--- config.mk ---
export PLATFORM = sky130hd
export DESIGN_NAME = multicycle_control
export DESIGN_NICKNAME = d
export VERILOG_FILES = /design/src/rtl/multicycle_control.sv
export SDC_FILE = /design/constraint.sdc
export NUM_CORES = 1
export LEC_CHECK = 0
export CORE_ASPECT_RATIO = 1.25
export CORE_UTILIZATION = 45
export DETAILED_ROUTE_END_ITERATION = 12
export PLACE_DENSITY = 0.77
export SLEW_MARGIN = 20
export SYNTH_ARGS = -nofsm -noshare
export SYNTH_HDL_FRONTEND = slang
export SYNTH_SLANG_ARGS = --single-unit
--- constraint.sdc ---
create_clock -name clk -period 4.6 [get_ports clk]
set_input_delay 0.69 -clock clk [delete_from_list [all_inputs] [get_ports clk]]
set_output_delay 0.69 -clock clk [all_outputs]
set_load 0.02 [all_outputs]
--- src/rtl/multicycle_control.sv ---
// Control FSM for a multicycle RV32I core: sequences fetch, decode, execute,
// memory and writeback, and decodes the datapath strobes from the current state.
module multicycle_control (
    input  logic        clk,
    input  logic        rst,
    input  logic [6:0]  opcode,
    input  logic [2:0]  funct3,
    input  logic        branch_cond,
    input  logic        mem_ready,
    input  logic        halt_req,
    output logic        pc_write,
    output logic [1:0]  pc_src,
    output logic        ir_write,
    output logic        mem_req,
    output logic        mem_we,
    output logic        reg_write,
    output logic [1:0]  wb_sel,
    output logic [2:0]  state,
    output logic        illegal,
    output logic [31:0] retired_count
);

    typedef enum logic [2:0] {
        S_FETCH  = 3'd0,
        S_DECODE = 3'd1,
        S_EXEC   = 3'd2,
        S_MEM    = 3'd3,
        S_WB     = 3'd4,
        S_HALT   = 3'd5,
        S_TRAP   = 3'd6,
        S_UNUSED = 3'd7
    } state_t;

    localparam logic [6:0] OP_R      = 7'b0110011;
    localparam logic [6:0] OP_I      = 7'b0010011;
    localparam logic [6:0] OP_LUI    = 7'b0110111;
    localparam logic [6:0] OP_AUIPC  = 7'b0010111;
    localparam logic [6:0] OP_JAL    = 7'b1101111;
    localparam logic [6:0] OP_JALR   = 7'b1100111;
    localparam logic [6:0] OP_LOAD   = 7'b0000011;
    localparam logic [6:0] OP_STORE  = 7'b0100011;
    localparam logic [6:0] OP_BRANCH = 7'b1100011;

    state_t cur;
    logic   is_load;
    logic   is_store;
    logic   is_branch;
    logic   is_jal;
    logic   is_jalr;
    logic   is_alu;
    logic   legal;
    logic   retire;

    always_comb begin
        is_load   = (opcode == OP_LOAD);
        is_store  = (opcode == OP_STORE);
        is_branch = (opcode == OP_BRANCH);
        is_jal    = (opcode == OP_JAL);
        is_jalr   = (opcode == OP_JALR);
        is_alu    = (opcode == OP_R) || (opcode == OP_I) ||
                    (opcode == OP_LUI) || (opcode == OP_AUIPC);
        legal     = is_alu || is_jal ||
                    (is_load   && (funct3 inside {3'b000, 3'b001, 3'b010, 3'b100, 3'b101})) ||
                    (is_store  && (funct3 inside {3'b000, 3'b001, 3'b010})) ||
                    (is_branch && !(funct3 inside {3'b010, 3'b011})) ||
                    (is_jalr   && (funct3 == 3'b000));
    end

    // Strobes are pure decode of the present state; reset masks them all so an
    // in-flight memory request is dropped immediately.
    always_comb begin
        pc_write  = 1'b0;
        pc_src    = 2'b00;
        ir_write  = 1'b0;
        mem_req   = 1'b0;
        mem_we    = 1'b0;
        reg_write = 1'b0;
        wb_sel    = 2'b00;
        retire    = 1'b0;
        if (!rst) begin
            case (cur)
                S_FETCH: begin
                    if (!halt_req) begin
                        mem_req  = 1'b1;
                        ir_write = mem_ready;
                    end
                end
                S_EXEC: begin
                    if (is_branch) begin
                        pc_write = 1'b1;
                        pc_src   = branch_cond ? 2'b01 : 2'b00;
                        retire   = 1'b1;
                    end
                end
                S_MEM: begin
                    mem_req = 1'b1;
                    mem_we  = is_store;
                    if (is_store && mem_ready) begin
                        pc_write = 1'b1;
                        retire   = 1'b1;
                    end
                end
                S_WB: begin
                    reg_write = 1'b1;
                    pc_write  = 1'b1;
                    retire    = 1'b1;
                    if (is_load)
                        wb_sel = 2'b01;
                    else if (is_jal || is_jalr)
                        wb_sel = 2'b10;
                    if (is_jal)
                        pc_src = 2'b01;
                    else if (is_jalr)
                        pc_src = 2'b10;
                end
                default: ;
            endcase
        end
    end

    always_ff @(posedge clk) begin
        if (rst) begin
            cur           <= S_FETCH;
            illegal       <= 1'b0;
            retired_count <= 32'd0;
        end else begin
            if (retire)
                retired_count <= retired_count + 32'd1;
            case (cur)
                S_FETCH: begin
                    if (halt_req)
                        cur <= S_HALT;
                    else if (mem_ready)
                        cur <= S_DECODE;
                end
                S_DECODE: begin
                    if (legal) begin
                        cur <= S_EXEC;
                    end else begin
                        cur     <= S_TRAP;
                        illegal <= 1'b1;
                    end
                end
                S_EXEC: begin
                    if (is_load || is_store)
                        cur <= S_MEM;
                    else if (is_branch)
                        cur <= S_FETCH;
                    else
                        cur <= S_WB;
                end
                S_MEM: begin
                    if (mem_ready)
                        cur <= is_store ? S_FETCH : S_WB;
                end
                S_WB:     cur <= S_FETCH;
                S_HALT: begin
                    if (!halt_req)
                        cur <= S_FETCH;
                end
                S_TRAP:   cur <= S_TRAP;
                default:  cur <= S_FETCH;
            endcase
        end
    end

    assign state = cur;

endmodule

==> results.sh <==
export IMPL_status="completed"
export IMPL_grt_met3_usage_pct=5.95
export IMPL_synthArstFlopShare_pct=0
export IMPL_finalSetupTns_ns=0
export IMPL_startpoint_type="input pin"
export IMPL_required_ns=3.91
export IMPL_fin_ws_ns=1.02
export IMPL_synth_cells=266
export IMPL_fin_util_pct=62.8
export IMPL_rsz0062_at_grt="no"
export IMPL_pre_cts_slack_ns=1.03
export IMPL_dieArea_um2=4810
export IMPL_final_common_cell="clkdlybuf4s50_1"
export IMPL_cp_endpoint="pc_write"
export IMPL_endpoint_kind="output pin"
export IMPL_routed_wl_um=5160
export IMPL_cts_buffers_inserted=5
export IMPL_dpl_hpwl_um=3550
export IMPL_tightest_slew_ns=0.873
export IMPL_fin_skew_ns=0.00461
export IMPL_clk_pin_slew_ns=0.07
export IMPL_diodes=0
export IMPL_synth_nets=282
export IMPL_io_buffers=59
export IMPL_top_usage_layer="met2"
export IMPL_clkLatencyLatePin_ns=0.28
export IMPL_chipHeight_um=77.3
export IMPL_dieWidth_um=62.2
export IMPL_cp_top_family="buffers and inverters"
export IMPL_drt_initial_drc_count=99
export IMPL_gr_total_overflow=0
export IMPL_syn_avg_cell_area_um2=7.67
export IMPL_yosysWarnings=0
export IMPL_path_buf_inv=2
export IMPL_cts_setup_buffers=0
export IMPL_r2r_start="state[2]"
export IMPL_wl_per_cell_um=13.7
export IMPL_synth_area_um2=2040
export IMPL_nNetsFinal=335
export IMPL_reg2regPathDepth=5
export IMPL_rows=27
export IMPL_cts_hold_buf=0
export IMPL_critical_path_depth=5
export IMPL_grt_usage_pct=21.6
export IMPL_cts_resized_gates=0
export IMPL_cts_tree="done"
export IMPL_fmax_mhz=279
export IMPL_vias=2184
export IMPL_cts_root_buf="clkbuf_8"
export IMPL_ff2ff_setup_slack_ns=2.20
export IMPL_grt_max_degree=30
export IMPL_finalHoldViolations=0
export IMPL_fin_crit_ns=3.58
export IMPL_synth_seq_cells=36
export IMPL_r2r_end="retired_count[19]"
export IMPL_ys_flop_type="dfxtp_1"
export IMPL_synth_edf_count=0
export IMPL_crit_path_max_fanout=6
export IMPL_antenna_found_initial=0
export IMPL_via_per_inst=5.79
export IMPL_p_leak_nw=0.875
export IMPL_htreeDepth=2
export IMPL_cpMaxStageDelayCell="clkdlybuf4s50_1"
export IMPL_p_per_area_nw_per_um2=291
export IMPL_grt_pass1_vias=1915
export IMPL_cp_startpoint="opcode[5]"
export IMPL_io_pin_count=60
export IMPL_crit_type="input pin to output pin"
export IMPL_cp_common_cell="clkdlybuf4s50_1"
export IMPL_initial_utilization_pct=46.5
export IMPL_cp_arrival_ns=2.89
export IMPL_max_stage_delay_ns=0.71
export IMPL_finalMaxSlewViolations=0
export IMPL_setup_viol=0
export IMPL_ir_worst_vdd_mv=0.237
export IMPL_slew_limit_headroom_pct=41.8
export IMPL_total_power_uw=803
export IMPL_ant_nets=0
export IMPL_globalplace_congestion=0.904
export IMPL_synth_seq_area_share_pct=35.3
export IMPL_final_cell_mix="clkdlybuf4s50_1 (59), dfxtp_1 (36), a21oi_1 (31)"
export IMPL_place_inst=370
export IMPL_drv_cap=0
export IMPL_final_cells=377
export IMPL_grt_first_pass_wirelength_um=8470
export IMPL_clock_sinks=36
export IMPL_worstPathCellList="clkdlybuf4s50_1 > and2_1 > a41oi_1 > o31ai_1 > clkdlybuf4s50_1"
export IMPL_drt_pre_antenna_iters=4
export IMPL_hold_path_class="flip-flop to flip-flop"
export IMPL_drive_above_1_share_pct=4.39
export IMPL_grtUsageMet2_pct=36.5
export IMPL_ys_types=45
export IMPL_coreArea_um2=4390
export IMPL_drc=0
export IMPL_grt_use_met1_pct=26.5
export IMPL_syn_to_final_growth_pct=35.1
export IMPL_fin_crit_sh_pct=77.9
export IMPL_clock_path_buffers=2
## final cells by class
cell class                 instances  area (um^2)
sequential                        36          721
inverter                           6         22.5
multi-input combinational        209         1240
clock buffer                       7         96.3
fill                             399         1640
tap                               58         72.6
timing repair buffer              61          606
## per-layer routing
layer  wire [um]  share of wire, %
met1        2400                47
met2        2410                47
met3         304               5.9
met4          47              0.91
met5           0                 0
## through the flow
step                hold slack (ns)  cell area [um^2]
global placement              0.466              2660
finish                        0.481              2760
floorplan                     0.559              2040
global route                  0.512              2760
detailed placement            0.469              2660
CTS                           0.485              2760
## cell usage after synthesis (all sizes together), types with 8 or more instances
| cell type | instances | area [um^2] |
|---|---|---|
| nand4 | 10 | 68.8 |
| o21ai | 19 | 95.1 |
| or3 | 18 | 113 |
| o31ai | 10 | 75.1 |
| a21oi | 31 | 155 |
| nand2 | 22 | 85.1 |
| clkbuf | 13 | 48.8 |
| dfxtp | 36 | 721 |
| or4 | 10 | 75.1 |
| nor2 | 21 | 78.8 |
| nand3 | 16 | 85.1 |
| nor3 | 8 | 40.0 |
## worst min-delay path by stage
| stage | to | from | cells after the start |
|---|---|---|---|
| floorplan | retired_count[16] | retired_count[16] | 2 |
| global placement | illegal | illegal | 1 |
| detailed placement | illegal | illegal | 1 |
| CTS | illegal | illegal | 1 |
| global route | illegal | illegal | 1 |
| finish | illegal | illegal | 1 |
## cells by family (layout without fill, tap and decap cells)
| logic type | count (synthesis) | after routing | share of synthesized area [%] |
|---|---|---|---|
| AOI/OAI and AO/OA | 76 | 76 | 22.5 |
| xor gates and xnor gates | 2 | 2 | 0.859 |
| adders and majority gates | 2 | 2 | 1.10 |
| buffers and inverters | 21 | 74 | 3.99 |
| DFF | 36 | 36 | 35.3 |
| muxes | 2 | 2 | 0.981 |
| and+or+nand+nor | 127 | 127 | 35.3 |
## report_power, final
part	internal, mW	leakage [nW]	switching, mW
logic	0.0964	0.533	0.0985
clock network	0.133	0.0503	0.109
registers	0.327	0.291	0.0389
## state kept, by name (all words and copies together) (netlist names)
name,count
state,3
illegal,1
retired_count,32
Power figures use the tool's default switching activity.
